`src/rtl/serial_pkg.sv`:
```
// Shared definitions for the serial transmit path: FSM encoding, default frame
// geometry and a counter-width helper used by the top and the bit timer.
package serial_pkg;

  typedef enum logic [1:0] {
    IDLE  = 2'd0,
    START = 2'd1,
    DATA  = 2'd2,
    STOP  = 2'd3
  } tx_state_t;

  localparam int DATA_BITS_DEF       = 8;
  localparam int SAMPLES_PER_BIT_DEF = 16;
  localparam int FRAME_BITS_DEF      = DATA_BITS_DEF + 2;
  localparam int FRAME_CYCLES_DEF    = FRAME_BITS_DEF * SAMPLES_PER_BIT_DEF;

  // Bits on the line per frame: start + payload + stop.
  function automatic int frame_bits(input int data_bits);
    return data_bits + 2;
  endfunction

  // Width needed to hold 0..terminal, never less than one bit.
  function automatic int cnt_width(input int terminal);
    return (terminal > 0) ? $clog2(terminal + 1) : 1;
  endfunction

endpackage

```
`src/rtl/tx_bit_timer.sv`:
```
// Bit timing for one frame: sample counter (bsc) and bit index counter (bic), held at 0 while run is low.
// bit_tick is combinational and marks the last sample of the current bit; no backpressure.
module tx_bit_timer
  import serial_pkg::*;
#(
  parameter int  DATA_BITS       = DATA_BITS_DEF,
  parameter int  SAMPLES_PER_BIT = SAMPLES_PER_BIT_DEF,
  localparam int BSC_W           = cnt_width(SAMPLES_PER_BIT - 1),
  localparam int BIC_W           = cnt_width(DATA_BITS + 1)
) (
  input  logic             clk,
  input  logic             reset,
  input  logic             run,
  output logic [BSC_W-1:0] bsc,
  output logic [BIC_W-1:0] bic,
  output logic             bit_tick
);

  localparam logic [BSC_W-1:0] BSC_LAST = BSC_W'(SAMPLES_PER_BIT - 1);
  localparam logic [BIC_W-1:0] BIC_LAST = BIC_W'(frame_bits(DATA_BITS) - 1);

  assign bit_tick = run && (bsc == BSC_LAST);

  always_ff @(posedge clk) begin
    if (reset || !run) begin
      bsc <= '0;
      bic <= '0;
    end else if (bit_tick) begin
      bsc <= '0;
      // The stop bit's wrap returns bic to 0 rather than overshooting its terminal value.
      bic <= (bic == BIC_LAST) ? '0 : bic + 1'b1;
    end else begin
      bsc <= bsc + 1'b1;
    end
  end

endmodule

```
`src/rtl/piso_transmitter.sv`:
```
// Parallel-in serial-out framer: start bit, DATA_BITS payload LSB first, stop bit; tx_out registered, one cycle after accept.
// load is taken only in IDLE; requests while busy are dropped, never queued.
module piso_transmitter
  import serial_pkg::*;
#(
  parameter int   DATA_BITS       = DATA_BITS_DEF,
  parameter int   SAMPLES_PER_BIT = SAMPLES_PER_BIT_DEF,
  parameter logic IDLE_LEVEL      = 1'b0
) (
  input  logic                 clk,
  input  logic                 reset,
  input  logic [DATA_BITS-1:0] data_in,
  input  logic                 load,
  output logic                 busy,
  output logic                 tx_out,
  output logic                 tx_done
);

  localparam int BSC_W = cnt_width(SAMPLES_PER_BIT - 1);
  localparam int BIC_W = cnt_width(DATA_BITS + 1);
  localparam logic [BSC_W-1:0] BSC_LAST      = BSC_W'(SAMPLES_PER_BIT - 1);
  localparam logic [BIC_W-1:0] BIC_LAST_DATA = BIC_W'(DATA_BITS);

  tx_state_t            state, state_d;
  logic [DATA_BITS-1:0] shreg, shreg_d;
  logic                 tx_out_d;
  logic [BSC_W-1:0]     bsc;
  logic [BIC_W-1:0]     bic;
  logic                 bit_tick;

  tx_bit_timer #(
    .DATA_BITS       (DATA_BITS),
    .SAMPLES_PER_BIT (SAMPLES_PER_BIT)
  ) u_timer (
    .clk      (clk),
    .reset    (reset),
    .run      (state != IDLE),
    .bsc      (bsc),
    .bic      (bic),
    .bit_tick (bit_tick)
  );

  assign busy    = (state != IDLE);
  assign tx_done = (state == STOP) && (bsc == BSC_LAST);

  always_comb begin
    state_d = state;
    shreg_d = shreg;
    case (state)
      IDLE: begin
        if (load) begin
          state_d = START;
          shreg_d = data_in;
        end
      end
      START: if (bit_tick) state_d = DATA;
      DATA: begin
        if (bit_tick) begin
          shreg_d = shreg >> 1;
          if (bic == BIC_LAST_DATA) state_d = STOP;
        end
      end
      STOP: if (bit_tick) state_d = IDLE;
      default: state_d = IDLE;
    endcase

    // The line level follows the next state so tx_out stays cycle-aligned with busy.
    case (state_d)
      START:   tx_out_d = ~IDLE_LEVEL;
      DATA:    tx_out_d = shreg_d[0];
      default: tx_out_d = IDLE_LEVEL;
    endcase
  end

  always_ff @(posedge clk) begin
    if (reset) begin
      state  <= IDLE;
      shreg  <= '0;
      tx_out <= IDLE_LEVEL;
    end else begin
      state  <= state_d;
      shreg  <= shreg_d;
      tx_out <= tx_out_d;
    end
  end

endmodule

```
`config.mk`:
```
export PLATFORM = sky130hd
export DESIGN_NAME = piso_transmitter
export DESIGN_NICKNAME = d
export VERILOG_FILES = /design/src/rtl/serial_pkg.sv /design/src/rtl/tx_bit_timer.sv /design/src/rtl/piso_transmitter.sv
export SDC_FILE = /design/constraint.sdc
export NUM_CORES = 1
export LEC_CHECK = 0
export ABC_CLOCK_PERIOD_IN_PS = 2300
export BUFFER_PORTS_ARGS = -buffer_cell sky130_fd_sc_hd__clkbuf_2
export CAP_MARGIN = 30
export CORE_MARGIN = 2
export CORE_UTILIZATION = 55
export CTS_BUF_LIST = sky130_fd_sc_hd__clkbuf_2 sky130_fd_sc_hd__clkbuf_4 sky130_fd_sc_hd__clkbuf_8
export DETAILED_ROUTE_END_ITERATION = 16
export PLACE_DENSITY = 0.78
export SLEW_MARGIN = 20
export SYNTH_ARGS = -nofsm -noshare
export SYNTH_HDL_FRONTEND = slang
export SYNTH_SLANG_ARGS = --single-unit
```
`constraint.sdc`:
```
create_clock -name clk -period 2.3 [get_ports clk]
set_input_delay 0.115 -clock clk [delete_from_list [all_inputs] [get_ports clk]]
set_output_delay 0.115 -clock clk [all_outputs]
set_load 0.1 [all_outputs]
```
# After elaboration in Yosys (flattened, before gate mapping)
# Index checks and enable logic that the tools add are counted.
# W data, S select, Z words.
[word_totals]
input_bits = 11
word_cells = 38
out_inout_bits = 3
reg_bits = 19
[classes]
addsub = 2
eq_ne = 10
reduce_logical = 9
mux = 11
[ops]
columns = ["cell", "count"]
rows = [
  ["$mux W8", 2],
  ["$pmux W8 S2", 1],
  ["$eq A4 B4 Y1 const B", 3],
  ["$mux W2", 5],
  ["$add A4 B1 Y4 const B", 2],
  ["$pmux W2 S4", 1],
  ["$eq A2 B2 Y1 const B", 3],
  ["$eq A2 B1 Y1 const B", 2],
  ["$mux W4", 1],
  ["$ne A2 B2 Y1 const B", 2],
  ["$reduce_bool A2 Y1", 2],
  ["$reduce_and A3 Y1", 1],
  ["$logic_and A1 B1 Y1", 2],
  ["$logic_not A2 Y1", 1],
  ["$pmux W1 S2", 1],
  ["$reduce_or A2 Y1", 1],
  ["$logic_not A1 Y1", 1],
  ["$logic_or A1 B1 Y1", 1],
]

# Logic depth before layout (Yosys ltp)
[logic_depth]
ltp_word = 6
mapped_depth = 9
ltp_nobuf = 8

# Hierarchy
# Synthesis repeated with hierarchy kept, for this count alone.
[hier_totals]
hier_cells = 109
area_unflattened_um2 = 969.7
[by_module_without_submodules]
columns = ["mod", "cells_each", "seq_area_each_um2", "n_inst", "area_each_um2"]
rows = [
  ["piso_transmitter", 70, 220.2, 1, 618.1],
  ["tx_bit_timer", 39, 160.2, 1, 351.6],
]

# Least setup slack after synthesis
# No wires, ideal clock.
[synth_path]
path_type = "register to output"
startpoint = "reg u_timer.bsc[0]"
endpoint = "out tx_done"
t_required_ps = 2185
arrival_time_ps = 2001
n_path_buf = 0
path_slack_ps = 184
stages_incl_launch_ff = 4
path_cell_list = "dfxtp_1 -> ha_1 -> nand4_1 -> nor2_1"
[synth_between]
elab_chain_len = 2
[synth_rtl]
columns = ["element", "line", "rtl"]
rows = [
  ["start: declaration", "tx_bit_timer.sv:14", "output logic [BSC_W-1:0] bsc,"],
  ["start signal: assignment", "tx_bit_timer.sv:33", "bsc <= bsc + 1'b1;"],
  ["$eq A4 B4 Y1", "piso_transmitter.sv:44", "assign tx_done = (state == STOP) && (bsc == BSC_LAST);"],
  ["$logic_and A1 B1 Y1", "piso_transmitter.sv:44", ""],
  ["end: declaration", "piso_transmitter.sv:16", "output logic tx_done"],
]
# No other way between the ends.

# Final worst setup path
[layout_path]
startpoint = "reg u_timer.bsc[0]"
endpoint = "reg tx_out"
[layout_between]
elab_chain_len = 6
word_cells_on_any_way = 11
classes_between = "eq/ne (3); mux (7); reduce/logical (1)"
[layout_rtl]
columns = ["element", "line", "rtl"]
rows = [
  ["$eq A4 B4 Y1 *", "tx_bit_timer.sv:22", "assign bit_tick = run && (bsc == BSC_LAST);"],
  ["$logic_and A1 B1 Y1 *", "tx_bit_timer.sv:22", ""],
  ["$mux W2, on equally long branches", "piso_transmitter.sv:63, piso_transmitter.sv:56, piso_transmitter.sv:58", ""],
  ["$pmux W2 S4 *", "piso_transmitter.sv:49", "case (state)"],
  ["named net state_d[0]", "piso_transmitter.sv:24", "tx_state_t state, state_d;"],
  ["$eq A2 B2 Y1 / $eq A2 B1 Y1 (equally long branches)", "piso_transmitter.sv:68", "case (state_d)"],
  ["$pmux W1 S2 *", "piso_transmitter.sv:68", ""],
  ["end signal: assignment", "piso_transmitter.sv:83", "tx_out <= tx_out_d;"],
  ["end: declaration", "piso_transmitter.sv:15", "output logic tx_out,"],
]
# The timed path passes the listed nets; every way through them passes the cells marked *. The select of a mux whose other input is x is not followed.
# A chain may end at the register's enable or synchronous reset.

==> summary.md <==
| Metric | Value |
|---|---|
| Status | `finished, final reports clean` |
| Critical path class | `flip-flop to flip-flop` |
| Hold Path Class | `input port to flip-flop` |
| CTS root buf | `clkbuf_4` |
| Crit. End Element | `flip-flop` |
| WHS | `0.0596 ns` |
| Top Family by Delay on Critical Path | `simple AND/OR/NAND/NOR gates` |
| Clock transition at path regs | `0.10 ns` |
| Chip width | `around 44 microns` |
| Row count | `14` |
| Syn. warnings | `0` |
| CTS tree | `built` |
| Layout cells sized above 1 | `0.225` |
| Reg-to-reg endpoint | `tx_out` |
| Area delta synth->final | `10.3%` |
| Internal power | `447 uW` |
| Library cells used by synthesis | `32` |
| Critical R2R Launch | `u_timer.bsc[0]` |
| Setup_tns | `0 ns` |
| Starting DRT DRC Count | `6` |
| Syn_nets | `approximately 110` |
| Total number of vias | `about 720` |
| # diodes | `0` |
| Ports | `14` |
| Power per cell area | `615 mW/mm^2` |
| Unrepaired setup endpoints after global routing | `false` |
| Logic pwr share | `0.123` |
| DRT antenna net count | `0` |
| Slew headroom | `0.639` |
| Num Clock Sinks | `19` |
| Top_reg_cell synth | `dfxtp_1` |
| Leakage | `about 0.00042 uW` |
| Vias in the first global route | `665` |
| Final hold vios | `0` |
| Crit-path slowest cell | `dfxtp_1` |
| Post-Syn Area per Cell | `a little over 9 sq um` |
| Chip Height | `44.2 microns` |
| CP dominant cell by count | `ha_1` |
| Drt drc | `0` |
| Core area | `approximately 0.0015 sq mm` |
| Pin count of the biggest net entering global routing | `13` |
| Max Slew Vio Count | `0` |
| Clock Power Share | `0.297` |
| Gpl congestion | `0.746` |
| Hold_sp | `data_in[7]` |
| Reg power frac | `0.580` |
| GRT Overall Usage | `0.192` |
| Final Skew | `0.000851 ns` |
| Max-cap viol count | `0` |
| First-pass GRT wire length | `between 2000 and 3000 microns` |
| H-tree depth | `1` |
| Synth async-reset ratio | `0` |
| Drt total wl | `~1600 microns` |
| Post-CTS Hold Fix Bufs | `0` |
| Tot Pwr | `604 uW` |
| Fin crit share | `0.880` |
| Setup Fix Bufs, Post-CTS | `0` |
| Sw Pwr | `between 150 and 200 uW` |
| Seq cells post-synth | `19` |
| Synthesized area | `roughly 900 sq um` |
| R2R setup slack | `0.28 ns` |
| Die ar. | `0.00196 sq mm` |
| Hold path endpoint | `shreg[7]` |
| Worst path max stage delay | `0.39 ns` |
| Fin crit period | `between 2 and 2.5 ns` |
| Crit path max fanout | `5` |
| Starting Density | `0.591` |
| Worst Path Arrival | `2.23 ns` |
| Post-DP HPWL | `1150 microns` |
| Sequential share of the synthesized area | `0.427` |
| CTS buffer count | `3` |
| Cell depth of the worst flop-to-flop path | `8` |
| Via-to-Cell Ratio | `5.66` |
| Number of flops mapped to enable cells by yosys | `0` |
| Fmax | `494 MHz` |
| Clk_lat worst skew | `0.30 ns` |
| IO buf count | `13` |
| Nets | `126` |
| Final Setup Violations | `0` |
| First-pass iteration count of the detailed router | `4` |
| Wire length per cell | `around 12 microns` |
| Peak supply drop | `roughly 0.00042 V` |
| CTS Buffer Depth | `2` |
| GRT Residual Overflow | `0` |
| Switching share of total power | `0.259` |
| Slew @ Worst Pin | `0.544 ns` |
| CP Launch Type | `flip-flop` |
| Buf/Inv on CP | `1` |
| Cells after synthesis | `between 90 and 100` |
| WHS Path Cells | `3` |
| Crit path cell chain | `ha_1 -> nand4_1 -> nor4b_1 -> o31ai_1 -> inv_1 -> ha_1 -> nor2_1 -> a2111oi_2` |
| Initial antenna violation count | `0` |
| Filler cells | `118` |
| WP data required | `~2.5 ns` |
[per-layer routing]
| metal | routed length, microns | GRT usage | vias up |
|---|---|---|---|
| met5 | 0 | 0 | - |
| met4 | 29 | 0.127 | 0 |
| met3 | 74 | 0.0653 | 4 |
| met2 | 729 | 0.285 | 14 |
| met1 | 752 | 0.235 | 331 |
| li1 | - | - | 370 |
[cells in the mapped netlist (2+ instances only)]
master    instances  area (sq um)
a31oi_1           2          12.5
nor2b_1           3          18.8
buf_2             2          10.0
xnor2_1           2          17.5
a21oi_1           8          40.0
ha_1              3          37.5
nand3b_1          2          15.0
nand2_1          10          37.5
xor2_1            2          17.5
a22oi_1           6          45.0
inv_1             5          18.8
dfxtp_1          19           380
nor2_1           13          48.8
mux2i_1           2          20.0
nor3b_2           2          25.0
[power by group through the flow]
| stage | logic, uW | registers, uW | clock network, uW |
|---|---|---|---|
| floorplan | 52.1 | 363 | 0 |
| finish | 74.0 | 350 | 179 |
| detailed placement | 74.1 | 358 | 0 |
| CTS | 74.9 | 350 | 180 |
| global route | 81.1 | 352 | 202 |
| global placement | 73.0 | 357 | 0 |
[logic make-up (layout without fill, tap and decap cells)]
family,count (synthesis),count (layout),share of synthesized area
AO/OA/AOI/OAI,22,22,0.180
buffers and inverters,9,22,0.0492
multiplexers,2,2,0.0225
flip-flops,19,19,0.427
adder cells (fa/ha/maj),3,3,0.0421
XOR/XNOR,4,4,0.0393
AND/OR/NAND/NOR,39,39,0.240
[through the flow]
stage | area, sq um | cells | worst slack [ns] | util
after floorplan | 891 | 98 | 0.184 | -
after global placement | 951 | 123 | 0.352 | 0.631
after detailed placement | 951 | 123 | 0.228 | 0.631
after CTS | 981 | 127 | 0.207 | 0.651
final | 982 | 127 | 0.276 | 0.652
after global routing | 982 | 127 | 0.0465 | 0.652
[worst max-delay path by stage]
stage	from	end	slack, ns	cells after the start
after CTS	u_timer.bsc[0]	tx_out	0.21	7
final	u_timer.bsc[0]	tx_out	0.28	8
after global routing	u_timer.bsc[0]	tx_out	0.05	7
after global placement	u_timer.bsc[0]	tx_out	0.35	7
after detailed placement	u_timer.bsc[0]	tx_out	0.23	7
after floorplan	u_timer.bsc[0]	tx_done	0.18	3
[final cells by class]
| class | count | area [sq um] | area share |
|---|---|---|---|
| clock buffers | 4 | 30.0 | 0.0306 |
| inverters | 5 | 18.8 | 0.0191 |
| multi-input cells | 70 | 468 | 0.476 |
| flip-flops and latches | 19 | 380 | 0.387 |
| well taps | 16 | 20.0 | 0.0204 |
| repair buffers | 13 | 65.1 | 0.0662 |
[cells in the final DEF (no fill, tap or decap), types with 2 or more instances in the layout]
cell type   n
dfxtp_1    19
nor2_1     13
clkbuf_2   13
nand2_1    10
a21oi_1     8
a22oi_1     6
inv_1       5
clkbuf_4    4
nor2b_1     3
ha_1        3
xor2_1      2
nor3b_2     2
nand3b_1    2
mux2i_1     2
a31oi_1     2
xnor2_1     2
[worst min-delay path: cells and delay by family]
kind                   cells  cell delay, ns
AOI/OAI and AO/OA          1            0.06
buffers and inverters      1            0.08
and+or+nand+nor            1            0.06
[repair_timing]
action	CTS	global route
gates resized for setup	0	1
endpoints found under the hold margin	0	0
setup endpoints to repair	0	1
[registers in the layout, indices dropped and copies added, names as in the netlist]
| register | count |
|---|---|
| shreg | 8 |
| u_timer.bic | 4 |
| u_timer.bsc | 4 |
| state | 2 |
| tx_out | 1 |
No activity file was read; power rests on OpenSTA's default activity.
